File: config.mk
export PLATFORM = sky130hd
export DESIGN_NAME = page_table_walker
export DESIGN_NICKNAME = d
export VERILOG_FILES = /design/src/rtl/ptw_pkg.sv /design/src/rtl/ptw_table.sv /design/src/rtl/page_table_walker.sv
export SDC_FILE = /design/constraint.sdc
export NUM_CORES = 1
export LEC_CHECK = 0
export CAP_MARGIN = 10
export CORE_MARGIN = 5
export CORE_UTILIZATION = 49
export CTS_CLUSTER_SIZE = 20
export DETAILED_ROUTE_END_ITERATION = 8
export GPL_TIMING_DRIVEN = 0
export PLACE_DENSITY = 0.68
export SLEW_MARGIN = 30
export SYNTH_ARGS = -nofsm -noshare
export SYNTH_HDL_FRONTEND = slang
export SYNTH_HIERARCHICAL = 1
export SYNTH_SLANG_ARGS = --single-unit
export TNS_END_PERCENT = 30
File: constraint.sdc
create_clock -name clk -period 2.6 [get_ports clk]
set_input_delay 0.26 -clock clk [delete_from_list [all_inputs] [get_ports clk]]
set_output_delay 0.26 -clock clk [all_outputs]
set_load 0.1 [all_outputs]
File: src/rtl/ptw_pkg.sv
// ----------------------------------------------------------------------------
// ptw_pkg
//   Shared definitions for the page-table walker, the TLB that issues miss
//   requests, and their benches.
//   Contents:
//     VA_W, OFF_W, VPN_W  default address / offset / page-number widths
//     PTE_ENTRIES         number of page-table entries (2**VPN_W)
//     CNT_W               width of the walk latency counter (LATENCY <= 15)
//     pte_t               page-table entry {valid, ppn}
//     ptw_state_e         walker FSM states
// ----------------------------------------------------------------------------
package ptw_pkg;

  localparam int VA_W        = 8;
  localparam int OFF_W       = 4;
  localparam int VPN_W       = VA_W - OFF_W;
  localparam int PTE_ENTRIES = 1 << VPN_W;
  localparam int CNT_W       = 4;

  typedef struct packed {
    logic             valid;
    logic [VPN_W-1:0] ppn;
  } pte_t;

  typedef enum logic [1:0] {
    IDLE = 2'd0,
    WALK = 2'd1,
    RESP = 2'd2
  } ptw_state_e;

endpackage

File: src/rtl/ptw_table.sv
// ----------------------------------------------------------------------------
// ptw_table
//   Single-level page table: 2**IDX_W entries of pte_t held in flops so the
//   whole table can be cleared by reset.
//   Ports:
//     clk, rst_n   clock, asynchronous active-low reset (clears every entry)
//     i_we         write strobe; entry i_widx takes i_wdata at the edge
//     i_widx       entry written
//     i_wdata      PTE written
//     i_ridx       entry read (asynchronous read)
//     o_rdata      contents of entry i_ridx as of the current cycle
// ----------------------------------------------------------------------------
module ptw_table
  import ptw_pkg::*;
#(
  parameter int IDX_W = VPN_W
) (
  input  logic             clk,
  input  logic             rst_n,
  input  logic             i_we,
  input  logic [IDX_W-1:0] i_widx,
  input  pte_t             i_wdata,
  input  logic [IDX_W-1:0] i_ridx,
  output pte_t             o_rdata
);

  localparam int ENTRIES = 1 << IDX_W;

  pte_t r_pte [ENTRIES];

  always_ff @(posedge clk or negedge rst_n) begin
    if (!rst_n) begin
      for (int i = 0; i < ENTRIES; i++) begin
        r_pte[i] <= '0;
      end
    end else if (i_we) begin
      r_pte[i_widx] <= i_wdata;
    end
  end

  // The read is combinational, so a reader that registers o_rdata on the
  // same edge as a write sees the pre-write contents (read-before-write).
  assign o_rdata = r_pte[i_ridx];

endmodule

File: src/rtl/page_table_walker.sv
// ----------------------------------------------------------------------------
// page_table_walker
//   Responder on the TLB miss path. Accepts one miss request at a time,
//   waits LATENCY cycles in WALK, then looks up the PTE for the request's
//   VPN and presents either {ppn, offset} or a page fault until the TLB
//   takes it. The page table can be written in any state.
//   Optional feature macro: PTW_PERF_CNT_EN adds walk_cnt / fault_cnt.
//   Ports:
//     clk, rst_n              clock, asynchronous active-low reset
//     req_valid/req_ready     miss request handshake (req_ready = IDLE)
//     req_vaddr               virtual address to translate
//     resp_valid/resp_ready   result handshake (resp_valid = RESP)
//     resp_paddr, resp_fault  translation result; paddr is 0 on fault
//     pte_we, pte_idx,        page-table write port {valid, ppn}
//     pte_wdata
//     walk_cnt, fault_cnt     saturating completed / faulting walk counts
//                             (PTW_PERF_CNT_EN only)
//   All outputs come from registers or the state register only.
// ----------------------------------------------------------------------------
module page_table_walker #(
  parameter int VA_W    = ptw_pkg::VA_W,
  parameter int OFF_W   = ptw_pkg::OFF_W,
  parameter int LATENCY = 3
) (
  input  logic                  clk,
  input  logic                  rst_n,
  input  logic                  req_valid,
  output logic                  req_ready,
  input  logic [VA_W-1:0]       req_vaddr,
  output logic                  resp_valid,
  input  logic                  resp_ready,
  output logic [VA_W-1:0]       resp_paddr,
  output logic                  resp_fault,
  input  logic                  pte_we,
  input  logic [VA_W-OFF_W-1:0] pte_idx,
  input  logic [VA_W-OFF_W:0]   pte_wdata
`ifdef PTW_PERF_CNT_EN
  ,
  output logic [15:0]           walk_cnt,
  output logic [15:0]           fault_cnt
`endif
);

  import ptw_pkg::*;

  localparam int PN_W = VA_W - OFF_W;

  ptw_state_e       r_state, w_state_next;
  logic [CNT_W-1:0] r_cnt, w_cnt_next;
  logic [VA_W-1:0]  r_vaddr, w_vaddr_next;
  logic [VA_W-1:0]  r_paddr, w_paddr_next;
  logic             r_fault, w_fault_next;
  logic             w_resp_done;
  pte_t             w_pte;

  ptw_table #(
    .IDX_W (PN_W)
  ) u_table (
    .clk     (clk),
    .rst_n   (rst_n),
    .i_we    (pte_we),
    .i_widx  (pte_idx),
    .i_wdata (pte_t'(pte_wdata)),
    .i_ridx  (r_vaddr[VA_W-1:OFF_W]),
    .o_rdata (w_pte)
  );

  assign req_ready   = (r_state == IDLE);
  assign resp_valid  = (r_state == RESP);
  assign resp_paddr  = r_paddr;
  assign resp_fault  = r_fault;
  assign w_resp_done = (r_state == RESP) && resp_ready;

  always_ff @(posedge clk or negedge rst_n) begin
    if (!rst_n) begin
      r_state <= IDLE;
      r_cnt   <= '0;
      r_vaddr <= '0;
      r_paddr <= '0;
      r_fault <= 1'b0;
    end else begin
      r_state <= w_state_next;
      r_cnt   <= w_cnt_next;
      r_vaddr <= w_vaddr_next;
      r_paddr <= w_paddr_next;
      r_fault <= w_fault_next;
    end
  end

  always_comb begin
    w_state_next = r_state;
    w_cnt_next   = r_cnt;
    w_vaddr_next = r_vaddr;
    w_paddr_next = r_paddr;
    w_fault_next = r_fault;
    case (r_state)
      IDLE: begin
        if (req_valid) begin
          w_state_next = WALK;
          w_vaddr_next = req_vaddr;
          // Counter runs LATENCY-1 .. 0, giving exactly LATENCY WALK cycles.
          w_cnt_next   = CNT_W'(LATENCY - 1);
        end
      end
      WALK: begin
        if (r_cnt == '0) begin
          w_state_next = RESP;
          // The result is captured here and only changes on the next walk,
          // so later table writes cannot disturb a pending response.
          if (w_pte.valid) begin
            w_paddr_next = {w_pte.ppn, r_vaddr[OFF_W-1:0]};
            w_fault_next = 1'b0;
          end else begin
            w_paddr_next = '0;
            w_fault_next = 1'b1;
          end
        end else begin
          w_cnt_next = r_cnt - 1'b1;
        end
      end
      RESP: begin
        // Going through IDLE keeps req_ready low in the handshake cycle.
        if (w_resp_done) begin
          w_state_next = IDLE;
        end
      end
      default: begin
        w_state_next = IDLE;
      end
    endcase
  end

`ifdef PTW_PERF_CNT_EN
  logic [15:0] r_walk_cnt;
  logic [15:0] r_fault_cnt;

  always_ff @(posedge clk or negedge rst_n) begin
    if (!rst_n) begin
      r_walk_cnt  <= '0;
      r_fault_cnt <= '0;
    end else if (w_resp_done) begin
      if (r_walk_cnt != 16'hFFFF) begin
        r_walk_cnt <= r_walk_cnt + 16'd1;
      end
      if (r_fault && (r_fault_cnt != 16'hFFFF)) begin
        r_fault_cnt <= r_fault_cnt + 16'd1;
      end
    end
  end

  assign walk_cnt  = r_walk_cnt;
  assign fault_cnt = r_fault_cnt;
`endif

endmodule

==> report_table.html <==
<table>
<tr><th>Metric</th><th>Value</th></tr>
<tr><th colspan="2">Global route</th></tr>
<tr><td>Antenna violations before repair</td><td>0</td></tr>
<tr><td>Aggregate global-route resource usage</td><td>0.179</td></tr>
<tr><td>Pin count of the biggest net entering global routing</td><td>68</td></tr>
<tr><td>Global-route wire length before repair</td><td>16000 µm</td></tr>
<tr><td>Leftover overflow at the end of global routing</td><td>0</td></tr>
<tr><td>Via count of the first global-routing pass</td><td>3037</td></tr>
<tr><th colspan="2">Synthesis</th></tr>
<tr><td>Netlist Area Pre-Place</td><td>0.00474 mm²</td></tr>
<tr><td>Synth Warn #</td><td>6</td></tr>
<tr><td>Number of nets in the synthesized netlist</td><td>352</td></tr>
<tr><td>Distinct cells, synth</td><td>35</td></tr>
<tr><td>Synthesized instance count</td><td>329</td></tr>
<tr><td>Synthesis-stage register bit count</td><td>103</td></tr>
<tr><td>Seq/Total Area, Yosys</td><td>0.544</td></tr>
<tr><td>Top_reg_cell synth</td><td>dfrtp_1</td></tr>
<tr><td>Library cell with the largest summed area after synthesis</td><td>dfrtp_1</td></tr>
<tr><td>Syn_area_per_cell</td><td>14.4 µm²</td></tr>
<tr><td>Share of the synthesized area in the top cell type</td><td>0.544</td></tr>
<tr><td>Number of flops mapped to enable cells by yosys</td><td>0</td></tr>
<tr><td>Ys async rst share</td><td>1.00</td></tr>
<tr><td>Top cells by area, synth</td><td>dfrtp_1 54%, mux2_2 21%, mux4_2 9.5%, mux2i_1 2.1%, nand2_1 1.4%</td></tr>
<tr><th colspan="2">Place</th></tr>
<tr><td>Placed Cells incl. Taps</td><td>491</td></tr>
<tr><td>Final GP Congestion</td><td>0.779</td></tr>
<tr><td>Sum of net half-perimeters after detailed placement</td><td>6660 µm</td></tr>
<tr><td>Number of buffer cells added on primary ports</td><td>32</td></tr>
<tr><td>Post-Place Worst Slack</td><td>383 ps</td></tr>
<tr><th colspan="2">Timing</th></tr>
<tr><td>Maximum clock skew at final layout</td><td>8.44 ps</td></tr>
<tr><td># setup viols final</td><td>0</td></tr>
<tr><td>Highest attainable clock frequency</td><td>414 MHz</td></tr>
<tr><td>Worst slew margin relative to its limit</td><td>0.347</td></tr>
<tr><td>Final-report max-slew violation count</td><td>0</td></tr>
<tr><td>PnR worst setup slack</td><td>182 ps</td></tr>
<tr><td>Least-Margin Pin Slew</td><td>977 ps</td></tr>
<tr><td>Final critical-path share of the clock period</td><td>0.930</td></tr>
<tr><td>Fin. Hold Viols</td><td>0</td></tr>
<tr><td>RSZ-0062 raised after global routing</td><td>false</td></tr>
<tr><td>Period minus WS final</td><td>2420 ps</td></tr>
<tr><td>Summed negative setup slack over all endpoints</td><td>0 ps</td></tr>
<tr><td>Hold Worst Slack</td><td>360 ps</td></tr>
<tr><th colspan="2">Detailed routing</th></tr>
<tr><td>Number of detailed-routing iterations run before antenna repair</td><td>4</td></tr>
<tr><td>WL met3</td><td>331 µm</td></tr>
<tr><td>Final routed wire length divided by cell count</td><td>18.4 µm</td></tr>
<tr><td>WL final</td><td>9330 µm</td></tr>
<tr><td>Remaining DRCs</td><td>0</td></tr>
<tr><td>Via count</td><td>2771</td></tr>
<tr><td>Final ANT Viol Nets</td><td>0</td></tr>
<tr><td>Routed metal-1 wirelength</td><td>4050 µm</td></tr>
<tr><td>Iteration-0 DRC count of the detailed router</td><td>116</td></tr>
<tr><td>Routed length on met2</td><td>4900 µm</td></tr>
<tr><td>Via/cell ratio</td><td>5.45</td></tr>
<tr><td>Uppermost layer routed</td><td>met4</td></tr>
<tr><th colspan="2">Critical path</th></tr>
<tr><td>Crit path buf inv count</td><td>1</td></tr>
<tr><td>Minimum setup slack among reg-to-reg paths</td><td>380 ps</td></tr>
<tr><td>Top Family by Delay on Critical Path</td><td>buffers and inverters</td></tr>
<tr><td>Reg2Reg Capture Point</td><td>resp_paddr[4]</td></tr>
<tr><td>FF-to-FF path depth</td><td>7</td></tr>
<tr><td>Start-to-end type of the worst setup path</td><td>flop to output pin</td></tr>
<tr><td>Crit-path max FO</td><td>7</td></tr>
<tr><td>Worst setup SP type</td><td>flop</td></tr>
<tr><td>Levels on crit path</td><td>2</td></tr>
<tr><td>Source of the worst register-to-register timing path</td><td>r_vaddr[5]</td></tr>
<tr><td>Library cell contributing the largest single delay on the critical path</td><td>clkdlybuf4s50_1</td></tr>
<tr><td>Worst endpoint data arrival time</td><td>2160 ps</td></tr>
<tr><td>Required time at the worst-slack endpoint</td><td>2340 ps</td></tr>
<tr><td>Maximum cell stage delay along the critical path</td><td>1150 ps</td></tr>
<tr><td>Worst setup EP type</td><td>output pin</td></tr>
<tr><td>Worst-path cell chain</td><td>nor2_1 &gt; clkdlybuf4s50_1</td></tr>
<tr><th colspan="2">Die</th></tr>
<tr><td>Area of the core</td><td>0.00933 mm²</td></tr>
<tr><td>Number of core rows</td><td>35</td></tr>
<tr><td>Number of top-level pins</td><td>33</td></tr>
<tr><td>Die Area</td><td>0.0117 mm²</td></tr>
<tr><td>Effective utilization at floorplan</td><td>0.508</td></tr>
<tr><td>Die boundary height</td><td>108 µm</td></tr>
<tr><td>Overall die width</td><td>108 µm</td></tr>
<tr><th colspan="2">Clock network</th></tr>
<tr><td>Clock buffers created by TritonCTS</td><td>9</td></tr>
<tr><td>Count of buffers added by post-CTS timing repair for setup</td><td>0</td></tr>
<tr><td>CTS root buf</td><td>clkbuf_8</td></tr>
<tr><td>CTS tree</td><td>done</td></tr>
<tr><td>Clock Latency Late Sink</td><td>360 ps</td></tr>
<tr><td>Register clock-pin slew on the reported worst setup and hold paths</td><td>90 ps</td></tr>
<tr><td>H-Tree Depth</td><td>3</td></tr>
<tr><td>Clock sink total</td><td>103</td></tr>
<tr><td>Deepest clock path buffer count</td><td>2</td></tr>
<tr><th colspan="2">Cells and area</th></tr>
<tr><td>Layout area overhead</td><td>15.6%</td></tr>
<tr><td>Share of final-layout standard cells stronger than drive strength 1</td><td>0.364</td></tr>
<tr><td>Filler Cell Count</td><td>729</td></tr>
<tr><td>NumNets Final</td><td>397</td></tr>
<tr><td>Final Non-Filler Cells</td><td>508</td></tr>
<tr><td>Inserted Diodes</td><td>0</td></tr>
<tr><th colspan="2">Pwr</th></tr>
<tr><td>Leakage</td><td>0.00237 µW</td></tr>
<tr><td>Highest ir drop seen on vdd</td><td>0.594 mV</td></tr>
<tr><td>Total power of the final layout</td><td>5840 µW</td></tr>
<tr><td>Power density of the placed cells</td><td>1070 mW/mm²</td></tr>
<tr><th colspan="2">Run</th></tr>
<tr><td>Count of maximum capacitance violations</td><td>0</td></tr>
<tr><th colspan="2">Status</th></tr>
<tr><td>Status</td><td>complete, no violations</td></tr>
<tr><th colspan="2">Hold path</th></tr>
<tr><td>Class of the tightest hold or removal check</td><td>primary input to async pin</td></tr>
</table>
per-stage QoR:
stage / area (µm²) / utilization
5_1_grt: 5480 / 0.587
6_report: 5480 / 0.587
3_5_place_dp: 5250 / 0.562
3_3_place_gp: 5220 / 0.559
4_1_cts: 5470 / 0.587
2_1_floorplan: 4740 / -
worst register-to-register path: stages (launching register included):
cell and delay, ps:
dfrtp_1 390, clkbuf_1 510, mux4_2 410, a22oi_1 260
nand3_1 110, buf_1 240, nand2_1 140, mux2i_1 70
worst max path at each step:
| stage | from | end | slack, ps |
|---|---|---|---|
| after floorplan | r_state[1] | resp_valid | 450 |
| after global placement | rst_n | u_table/r_pte[7] | -2610 |
| final | r_state[1] | req_ready | 180 |
| after detailed placement | r_vaddr[5] | resp_paddr[4] | 380 |
| after CTS | r_state[1] | resp_valid | 8 |
| after global routing | r_state[1] | req_ready | 80 |
final cells by class:
type	instances	area [µm²]	area share
clock inverters	6	90.1	0.0164
flip-flops and latches	103	2580	0.471
inverters	14	52.6	0.00960
multi-input cells	197	2030	0.371
repair buffers	34	362	0.0660
well taps	129	161	0.0295
clock buffers	10	128	0.0233
plain buffers	15	75.1	0.0137
placed cells by master, fill, tap and decap left out, types with 2 or more instances in the layout:
master / Yosys / final
mux2i_1: 10 / 10
mux2_2: 88 / 88
nand2_1: 18 / 18
bufinv_16: 0 / 2
nor2b_1: 2 / 2
nor2_1: 15 / 15
nand2b_1: 3 / 3
nor3_1: 2 / 2
inv_1: 14 / 14
or2b_1: 2 / 2
clkdlybuf4s50_1: 0 / 30
inv_6: 0 / 2
nand3b_1: 2 / 2
or3_1: 2 / 2
nand3_1: 12 / 12
dfrtp_1: 103 / 103
mux4_2: 20 / 20
clkbuf_1: 9 / 10
buf_6: 2 / 3
clkbuf_8: 0 / 9
a22oi_1: 5 / 5
buf_2: 3 / 3
where the power goes:
group / internal (µW) / switching (µW)
Sequential: 2050 / 297
Combinational: 1110 / 1300
Clock: 548 / 545
cell families after synthesis:
kind of cell | Yosys count | share of synthesized area
simple gates | 66 | 0.0771
compound gates | 11 | 0.0203
mux | 119 | 0.329
buf+inv | 29 | 0.0269
flops | 103 | 0.544
fa+ha+maj | 1 | 0.00264
state kept, by name, indices dropped and copies added, names as in the netlist:
| name | flops |
|---|---|
| u_table/r_pte | 80 |
| r_vaddr | 8 |
| resp_paddr | 8 |
| r_cnt | 4 |
| r_state | 2 |
| resp_fault | 1 |
synthesized netlist by cell type, types with 2 or more instances:
| cell | count |
|---|---|
| a22oi_1 | 5 |
| nand3b_1 | 2 |
| nand2_1 | 18 |
| mux2_2 | 88 |
| or2b_1 | 2 |
| mux2i_1 | 10 |
| mux4_2 | 20 |
| inv_1 | 14 |
| nor2_1 | 15 |
| nand2b_1 | 3 |
| nor3_1 | 2 |
| nand3_1 | 12 |
| clkbuf_1 | 9 |
| buf_2 | 3 |
| nor2b_1 | 2 |
| or3_1 | 2 |
| buf_6 | 2 |
| dfrtp_1 | 103 |
metal layers:
layer	vias up	track usage
met5	-	0
met4	0	0.0271
met3	6	0.0490
met2	35	0.303
met1	1459	0.237
li1	1271	-
what timing repair did:
| action | CTS | global route |
|---|---|---|
| hold buffers | 1 | 0 |
| setup endpoints to repair | 0 | 1 |
| gates resized for setup | 0 | 1 |
| hold endpoints to repair | 36 | 0 |
(Power assumes the default switching activity.)
